File: src/rtl/parking_gate_ctrl.sv
// Parking gate controller: debounced entry/exit requests, slot command pulses
// to the bookkeeping block, and a timed gate-open window after each command.

module GateDebounce #(
    parameter int DEB_CYCLES = 4
) (
    input  logic clk,
    input  logic reset,
    input  logic rawLevel_i,
    output logic event_o
);

    localparam logic [7:0] DEB_LAST = 8'(DEB_CYCLES - 1);

    logic [1:0] sync_q;
    logic [7:0] cnt_q, cnt_d;
    logic       armed_q, armed_d;
    logic       level;

    assign level = sync_q[1];

    // While armed we count high cycles toward a press; once fired we count
    // low cycles toward re-arming. Starting disarmed means a button held
    // through reset cannot produce an event after release.
    always_comb begin
        cnt_d   = cnt_q;
        armed_d = armed_q;
        event_o = 1'b0;
        if (level == armed_q) begin
            if (cnt_q == DEB_LAST) begin
                cnt_d   = 8'd0;
                armed_d = ~armed_q;
                event_o = armed_q;
            end else begin
                cnt_d = cnt_q + 8'd1;
            end
        end else begin
            cnt_d = 8'd0;
        end
    end

    always_ff @(posedge clk or negedge reset) begin
        if (!reset) begin
            sync_q  <= 2'b00;
            cnt_q   <= 8'd0;
            armed_q <= 1'b0;
        end else begin
            sync_q  <= {sync_q[0], rawLevel_i};
            cnt_q   <= cnt_d;
            armed_q <= armed_d;
        end
    end

endmodule

module parking_gate_ctrl #(
    parameter int DEB_CYCLES  = 4,
    parameter int GATE_CYCLES = 8
) (
    input  logic       clk,
    input  logic       reset,
    input  logic       entry_req,
    input  logic       exit_req,
    input  logic [2:0] exit_slot_sel,
    input  logic [2:0] car_state,
    output logic       car_enter,
    output logic       car_exit,
    output logic [2:0] car_sel,
    output logic       gate_open,
    output logic       full,
    output logic       err
);

    typedef enum logic [1:0] {
        IDLE,
        CMD,
        GATE
    } state_t;

    localparam logic [7:0] GATE_LAST = 8'(GATE_CYCLES - 1);

    state_t     state_q;
    logic       pendEntry_q, pendExit_q;
    logic [7:0] gateCnt_q;
    logic       carEnter_q, carExit_q, gateOpen_q, full_q, err_q;
    logic [2:0] carSel_q;

    logic       entryEvent, exitEvent;
    logic       exitOneHot, exitValid, lotFull;
    logic [2:0] freeSlot;

    GateDebounce #(.DEB_CYCLES(DEB_CYCLES)) entryDeb (
        .clk       (clk),
        .reset     (reset),
        .rawLevel_i(entry_req),
        .event_o   (entryEvent)
    );

    GateDebounce #(.DEB_CYCLES(DEB_CYCLES)) exitDeb (
        .clk       (clk),
        .reset     (reset),
        .rawLevel_i(exit_req),
        .event_o   (exitEvent)
    );

    assign exitOneHot = (exit_slot_sel == 3'b001) || (exit_slot_sel == 3'b010) ||
                        (exit_slot_sel == 3'b100);
    assign exitValid  = exitOneHot && ((exit_slot_sel & car_state) != 3'b000);
    assign lotFull    = (car_state == 3'b111);

    always_comb begin
        freeSlot = 3'b000;
        if (!car_state[0])      freeSlot = 3'b001;
        else if (!car_state[1]) freeSlot = 3'b010;
        else if (!car_state[2]) freeSlot = 3'b100;
    end

    // Pending flags set on events; a clear in IDLE service is written later
    // so it wins, dropping an event that collides with its own service.
    always_ff @(posedge clk or negedge reset) begin
        if (!reset) begin
            state_q     <= IDLE;
            pendEntry_q <= 1'b0;
            pendExit_q  <= 1'b0;
            gateCnt_q   <= 8'd0;
            carEnter_q  <= 1'b0;
            carExit_q   <= 1'b0;
            carSel_q    <= 3'b000;
            gateOpen_q  <= 1'b0;
            full_q      <= 1'b0;
            err_q       <= 1'b0;
        end else begin
            carEnter_q  <= 1'b0;
            carExit_q   <= 1'b0;
            carSel_q    <= 3'b000;
            err_q       <= 1'b0;
            full_q      <= lotFull;
            pendEntry_q <= pendEntry_q | entryEvent;
            pendExit_q  <= pendExit_q | exitEvent;
            case (state_q)
                IDLE: begin
                    if (pendExit_q) begin
                        pendExit_q <= 1'b0;
                        if (exitValid) begin
                            carExit_q <= 1'b1;
                            carSel_q  <= exit_slot_sel;
                            state_q   <= CMD;
                        end else begin
                            err_q <= 1'b1;
                        end
                    end else if (pendEntry_q) begin
                        pendEntry_q <= 1'b0;
                        if (!lotFull) begin
                            carEnter_q <= 1'b1;
                            carSel_q   <= freeSlot;
                            state_q    <= CMD;
                        end else begin
                            err_q <= 1'b1;
                        end
                    end
                end
                CMD: begin
                    gateOpen_q <= 1'b1;
                    gateCnt_q  <= GATE_LAST;
                    state_q    <= GATE;
                end
                GATE: begin
                    if (gateCnt_q == 8'd0) begin
                        gateOpen_q <= 1'b0;
                        state_q    <= IDLE;
                    end else begin
                        gateCnt_q <= gateCnt_q - 8'd1;
                    end
                end
                default: state_q <= IDLE;
            endcase
        end
    end

    assign car_enter = carEnter_q;
    assign car_exit  = carExit_q;
    assign car_sel   = carSel_q;
    assign gate_open = gateOpen_q;
    assign full      = full_q;
    assign err       = err_q;

endmodule

File: config.mk
export PLATFORM = sky130hd
export DESIGN_NAME = parking_gate_ctrl
export DESIGN_NICKNAME = d
export VERILOG_FILES = /design/src/rtl/parking_gate_ctrl.sv
export SDC_FILE = /design/constraint.sdc
export NUM_CORES = 1
export LEC_CHECK = 0
export CAP_MARGIN = 40
export CORE_AREA = 3 3 68 70
export CTS_CLUSTER_DIAMETER = 50
export DETAILED_ROUTE_END_ITERATION = 6
export DIE_AREA = 0 0 71 73
export GPL_TIMING_DRIVEN = 0
export PLACE_DENSITY = 0.69
export SETUP_SLACK_MARGIN = 0.15
export SYNTH_ARGS = -nofsm -noshare
export SYNTH_HDL_FRONTEND = slang
export SYNTH_SLANG_ARGS = --single-unit
File: constraint.sdc
create_clock -name clk -period 2.3 [get_ports clk]
set_input_delay 0.23 -clock clk [delete_from_list [all_inputs] [get_ports clk]]
set_output_delay 0.23 -clock clk [all_outputs]
set_load 0.005 [all_outputs]
==> results of run 1 <==
through the flow:
step | cell area, µm² | power (mW) | std cells
2_1_floorplan | 2030 | 1.69 | 198
3_3_place_gp | 2260 | 1.92 | 265
3_5_place_dp | 2270 | 1.98 | 266
4_1_cts | 2390 | 2.54 | 275
5_1_grt | 2390 | 2.73 | 275
6_report | 2390 | 2.52 | 275
power groups by stage:
stage | registers (mW) | logic [mW] | clock network, mW
after CTS | 1.05 | 0.921 | 0.573
after global placement | 1.05 | 0.870 | 0
final | 1.05 | 0.916 | 0.553
after global routing | 1.08 | 1.03 | 0.619
after floorplan | 1.03 | 0.659 | 0
after detailed placement | 1.06 | 0.913 | 0
worst max path at each step:
stage	startpoint	to	slack, ns	cells after the start
after floorplan	exitDeb.cnt_q[0]$_DFF_PN0_	exitDeb.cnt_q[2]$_DFF_PN0_	0.63	4
after global placement	reset	gateCnt_q[0]$_DFFE_PN0P_	0.03	1
after detailed placement	exitDeb.cnt_q[0]$_DFF_PN0_	exitDeb.cnt_q[4]$_DFF_PN0_	0.33	4
after CTS	exitDeb.cnt_q[0]$_DFF_PN0_	exitDeb.cnt_q[4]$_DFF_PN0_	0.31	4
after global routing	exitDeb.cnt_q[0]$_DFF_PN0_	exitDeb.cnt_q[3]$_DFF_PN0_	0.21	4
final	exitDeb.cnt_q[0]$_DFF_PN0_	exitDeb.cnt_q[4]$_DFF_PN0_	0.34	4
routing by layer:
metal / track usage / up-vias / wire length (µm)
met5: 0 / - / 0
met4: 0.0376 / 0 / 30
met3: 0.0523 / 4 / 202
met2: 0.335 / 39 / 2140
met1: 0.214 / 802 / 1820
li1: - / 788 / -
cells in the final DEF, fill, tap and decap left out, drive strengths merged, types with 2 or more instances in the layout:
| cell type | synthesis | final |
|---|---|---|
| o21ai | 13 | 13 |
| o31ai | 2 | 2 |
| a21oi | 8 | 8 |
| ha | 4 | 4 |
| inv | 6 | 6 |
| and3 | 2 | 2 |
| buf | 1 | 3 |
| clkbuf | 7 | 14 |
| nand4 | 2 | 2 |
| or4 | 2 | 2 |
| nor4 | 2 | 2 |
| nand2b | 2 | 2 |
| o22ai | 2 | 2 |
| or3 | 8 | 8 |
| nand3 | 11 | 11 |
| dfrtp | 42 | 42 |
| xnor2 | 3 | 3 |
| nor4bb | 2 | 2 |
| clkdlybuf4s50 | 0 | 16 |
| a41oi | 2 | 2 |
| nor2 | 20 | 20 |
| or4b | 2 | 2 |
| nor4b | 3 | 3 |
| a311oi | 2 | 2 |
| nand3b | 2 | 2 |
| xor2 | 5 | 5 |
| nor3b | 3 | 3 |
| nor3 | 5 | 5 |
| a211oi | 2 | 2 |
| nand2 | 11 | 11 |
| o311ai | 3 | 3 |
worst max-delay path: cells and delay by family, from the launching register on:
kind	cells	cell delay, ns
compound gates	1	0.54
fa+ha+maj	1	0.25
flops	1	0.42
simple gates	2	0.61
sequential cells by signal, summed over array words and instances (netlist names):
| register | cells |
|---|---|
| car_exit | 1 |
| car_sel | 3 |
| exitDeb.sync_q | 2 |
| entryDeb.armed_q | 1 |
| pendEntry_q | 1 |
| gateCnt_q | 8 |
| entryDeb.sync_q | 2 |
| exitDeb.cnt_q | 8 |
| gate_open | 1 |
| err | 1 |
| pendExit_q | 1 |
| exitDeb.armed_q | 1 |
| state_q | 2 |
| full | 1 |
| entryDeb.cnt_q | 8 |
| car_enter | 1 |
area by class of cell:
type | instances | area [µm²] | share of cell area
Multi-Input combinational cell | 142 | 913 | 0.382
Inverter | 6 | 22.5 | 0.00942
Clock inverter | 1 | 30.0 | 0.0126
Buffer | 8 | 38.8 | 0.0162
Tap cell | 50 | 62.6 | 0.0262
Sequential cell | 42 | 1050 | 0.440
Clock buffer | 7 | 76.3 | 0.0319
Timing Repair Buffer | 19 | 195 | 0.0817
kinds of logic (layout without fill, tap and decap cells):
logic type | Yosys count | count (layout) | share of synthesized area
mux | 1 | 1 | 0.00494
flops | 42 | 42 | 0.519
compound gates | 48 | 48 | 0.164
xor+xnor | 8 | 8 | 0.0346
simple gates | 81 | 81 | 0.223
fa+ha+maj | 4 | 4 | 0.0247
buf+inv | 14 | 41 | 0.0303
==> metrics.cfg, run 1 <==
[drt]
drtPass1Iterations=4
drt.antenna.violating_nets=0
drc_errors=0
totalWireLength_mm=4.19
drtIter0Drc=116
vias=1633
vias_per_cell=5.94
drt-wirelength-per-cell_um=15.2

[setup_path]
critPathMaxStageDelay_ns=0.54
crit_chain=ha_1 -> or3b_2 -> o21ai_0 -> nor2_1
path_max_fanout=6
endpoint_kind=flip-flop
r2r_slack_ns=0.34
r2r_end=exitDeb.cnt_q[4]$_DFF_PN0_
worst_setup_path_start_kind=flip-flop
path_class=flip-flop to flip-flop
reg2reg_depth=4
cp.arrival_ns=2.10
reg2reg_from=exitDeb.cnt_q[0]$_DFF_PN0_
cpMaxStageDelayCell=o21ai_0
required_ns=2.44

[finish]
fin_nets=238
drive_above_1_share=0.0622
diodes=0
post-route-util=0.593
fillers=358
area_delta_synth_final_pct=18.0

[timing]
holdWs_ns=0.275
final_hold_viol_count=0
fin_tns_setup_ns=0
rsz0062_at_grt=false
slew_violations=0
fmaxAchievable_ghz=0.510
tightest_slew_ns=0.655
finalSetupViolations=0
period_share=0.853
setup_slack_ns=0.339
period_minus_slack_ns=1.96
slew_headroom=0.559
fin_skew_ns=0.00768

[pwr]
intPower_mw=1.61
swShare=0.363
pwr-share-comb=0.363
pwr-share-seq=0.417
p_leak_nw=0.983
clock_power_share=0.220
powerDensity_nw_per_um2=1050
switchingPower_uw=915
ir_drop_uv=466

[clock_network]
clock-root-buffer=clkbuf_8
cts.clk_slew.worst_paths_ns=0.08
cts_max_path_buffers=2
cts_resized=0
cts_sinks=42
clock_latency_ns=0.28
postCtsSetupRepairBufs=0
cts_hold_buf=1
cts_tree=built
cts_made_buffers=5
h-tree-depth=2

[job]
drv_cap=0

[logic_synthesis]
yosysUniqueCellTypes=53
synthCells=198
synth_edf_count=0
synth.area.top_cells=dfrtp_1 52%, nor2_1 3.7%, o21ai_0 3.0%
synthesis.nets=212
ys_top_cells_by_count=42 x dfrtp_1, 20 x nor2_1, 12 x o21ai_0
syn-cell-area_um2=2030
synth.most_common_cell=dfrtp_1
synth.largest_area_cell=dfrtp_1
synth_top_area_frac=0.519
syn_area_per_cell_um2=10.2
async_flop_share=1.00
synthFlopType=dfrtp_1
synth_seq_area_share=0.519
yosys_warnings=0
ys_ff_latch=42

[floorplan]
dieArea_um2=5180
die_w_um=71
floorplan.rows=23
die_h_um=73
start_util=0.503
core_area_um2=4030
ioPinCount=18

[placement]
pre_cts_ws_ns=0.327
gp_congestion=0.804
dp_hpwl_mm=2.97
port-buffer-count=17

[hold_path]
hold_class=primary input to async pin

[global_route]
grtUsageTotal=0.183
antenna_found_initial=0
grt_max_degree=40
globalRoute.totalOverflow=0
grt_pass1_vias=1689
grt_pass1_wl_mm=7.58

[run_status]
status=finished, final reports clean

Note: power is estimated with default switching activity, not from simulation.
==> run 2: changes to the inputs <==
--- a/config.mk
+++ b/config.mk
@@ -16,3 +16,4 @@
 export SYNTH_ARGS = -nofsm -noshare
 export SYNTH_HDL_FRONTEND = slang
 export SYNTH_SLANG_ARGS = --single-unit
+export TNS_END_PERCENT = 20
==> results of run 2 <==
Final layout, timing and power as in run 1 (identical DEF).
==> run 3: changes to the inputs <==
--- a/config.mk
+++ b/config.mk
@@ -5,6 +5,7 @@
 export SDC_FILE = /design/constraint.sdc
 export NUM_CORES = 1
 export LEC_CHECK = 0
+export ABC_AREA = 0
 export CAP_MARGIN = 40
 export CORE_AREA = 3 3 68 70
 export CTS_CLUSTER_DIAMETER = 50
==> constraint.sdc (replaced) <==
create_clock -name clk -period 2.3 [get_ports clk]
set_input_delay 0.23 -clock clk [delete_from_list [all_inputs] [get_ports clk]]
set_output_delay 0.23 -clock clk [all_outputs]
set_load 0.1 [all_outputs]
==> metrics.cfg, run 3 (same netlist as run 1, synthesis figures left out) <==
[floorplan]
dieArea_um2=5180  ; unchanged
start_util=0.503  ; unchanged
floorplan.rows=23  ; unchanged
ioPinCount=18  ; unchanged
die_h_um=73  ; unchanged
die_w_um=71  ; unchanged
core_area_um2=4030  ; unchanged

[finish]
final_area_um2=2510  ; +5.2%
drive_above_1_share=0.103  ; +0.0408
layout_commonest_cell=dfrtp_1
largest_registers=entryDeb.cnt_q: 8 flops, exitDeb.cnt_q: 8 flops, gateCnt_q: 8 flops
layout_common_cells=42 x dfrtp_1, 20 x nor2_1, 16 x clkdlybuf4s50_1
post-route-util=0.624  ; +0.0307
fin_nets=246  ; +3.4%
diodes=0  ; unchanged
fillers=344  ; -3.9%
area_delta_synth_final_pct=24.1
final_cells=283  ; +2.9%

[clock_network]
cts_max_path_buffers=2  ; unchanged
cts_sinks=42  ; unchanged
h-tree-depth=2  ; unchanged
clock_latency_ns=0.30  ; +0.02 ns
postCtsSetupRepairBufs=0  ; unchanged
cts_tree=built
clock-root-buffer=clkbuf_8
cts_made_buffers=5  ; unchanged
cts.clk_slew.worst_paths_ns=0.08  ; about the same

[global_route]
grt_busiest_layer=met2
grt_pass1_wl_mm=7.75  ; +2.2%
antenna_found_initial=0  ; unchanged
use_met2=0.344  ; +0.00927
grtUsageTotal=0.189  ; +0.00635
grt_use_met3=0.0551  ; +0.00275
grt_pass1_vias=1731  ; +2.5%
grtUsageMet1=0.220  ; +0.00580
globalRoute.totalOverflow=0  ; unchanged
grt_max_degree=40  ; unchanged

[run_status]
status=finished, final reports clean

[drt]
vias=1673  ; +2.4%
drtPass1Iterations=4  ; unchanged
totalWireLength_mm=4.40  ; +4.9%
drt.antenna.violating_nets=0  ; unchanged
drtIter0Drc=143  ; +23%
drt-wirelength-per-cell_um=15.5  ; +1.9%
vias_per_cell=5.91  ; -0.45%
drc_errors=0  ; unchanged

[setup_path]
cpMaxStageDelayCell=o21ai_0
worst_setup_path_start_kind=flip-flop
critPathMaxStageDelay_ns=0.54  ; about the same
path_max_fanout=6  ; unchanged
cp.arrival_ns=2.09  ; about the same
r2r_slack_ns=0.35  ; +0.02 ns
crit_family=simple AND/OR/NAND/NOR gates
crit_path_start=exitDeb.cnt_q[0]$_DFF_PN0_
r2r_end=exitDeb.cnt_q[4]$_DFF_PN0_
cp.depth=4  ; unchanged
reg2reg_from=exitDeb.cnt_q[0]$_DFF_PN0_
endpoint_kind=flip-flop
cp.buffers_inverters=0  ; unchanged
path_class=flip-flop to flip-flop
critPathCapture=exitDeb.cnt_q[4]$_DFF_PN0_
required_ns=2.44  ; about the same
crit_chain=ha_1 -> or3b_2 -> o21ai_0 -> nor2_1
reg2reg_depth=4  ; unchanged

[timing]
holdWs_ns=0.274  ; -0.000964 ns
fin_tns_setup_ns=0  ; unchanged
finalSetupViolations=0  ; unchanged
rsz0062_at_grt=false
slew_violations=0  ; unchanged
period_minus_slack_ns=1.95  ; -0.0162 ns
fmaxAchievable_ghz=0.514  ; +0.83%
period_share=0.846  ; -0.00706
final_hold_viol_count=0  ; unchanged
tightest_slew_ns=0.643  ; -0.0120 ns
slew_headroom=0.567  ; +0.00811
fin_skew_ns=0.0130  ; +0.00533 ns

[pwr]
ir_drop_uv=473  ; +1.5%
powerDensity_nw_per_um2=1090  ; +3.5%
p_leak_nw=1.05  ; +6.4%

[hold_path]
hold_class=primary input to async pin

[placement]
gp_congestion=0.804  ; unchanged
port-buffer-count=17  ; unchanged
placed_area_um2=2390  ; +5.3%
dp_hpwl_mm=3.16  ; +6.5%
place_inst=274  ; +3.0%

[job]
drv_cap=0  ; unchanged

run 3: changes by cell type in the layout (fill, tap and decap cells not counted):
cell / change
clkbuf_8: +3
bufinv_16: -1
clkbuf_1: -2
buf_8: +8
run 3: layout make-up:
| class | count | area [µm²] | share of cell area |
|---|---|---|---|
| inverter | 6 | 22.5 | 0.00896 |
| multi-input combinational | 142 | 913 | 0.363 |
| buffer | 8 | 38.8 | 0.0154 |
| clock buffer | 8 | 110 | 0.0438 |
| timing repair buffer | 27 | 315 | 0.125 |
| sequential | 42 | 1050 | 0.418 |
| tap | 50 | 62.6 | 0.0249 |
run 3: how the worst min path moves through the flow:
stage                                           start                          end  slack, ns
after detailed placement                        reset           car_exit$_DFF_PN0_       0.05
after global placement    exitDeb.sync_q[0]$_DFF_PN0_  exitDeb.sync_q[1]$_DFF_PN0_       0.33
after floorplan                                 reset          car_enter$_DFF_PN0_      -0.07
after global routing                            reset         car_sel[2]$_DFF_PN0_       0.27
after CTS                                       reset           car_exit$_DFF_PN0_       0.27
final                                           reset         car_sel[2]$_DFF_PN0_       0.27
run 3: metrics by stage:
step                setup WS (ns)  power [mW]
floorplan                   0.626        1.84
global placement           0.0288        2.08
detailed placement          0.341        2.20
CTS                         0.327        2.76
global route                0.228        2.93
finish                      0.355        2.74
run 3: power breakdown:
| part | switching [mW] | internal, mW |
|---|---|---|
| clock | 0.241 | 0.303 |
| combinational | 0.713 | 0.436 |
| sequential | 0.152 | 0.900 |
run 3: per-layer routing:
| layer | up-vias | part of all wire |
|---|---|---|
| met5 | - | 0 |
| met4 | 0 | 0.0050 |
| met3 | 2 | 0.043 |
| met2 | 39 | 0.53 |
| met1 | 828 | 0.42 |
| li1 | 804 | - |
run 3: repair_timing:
| item | CTS | global route |
|---|---|---|
| resized for setup | 0 | 0 |
| endpoints found under the hold margin | 42 | 0 |
| hold buffers | 1 | 0 |
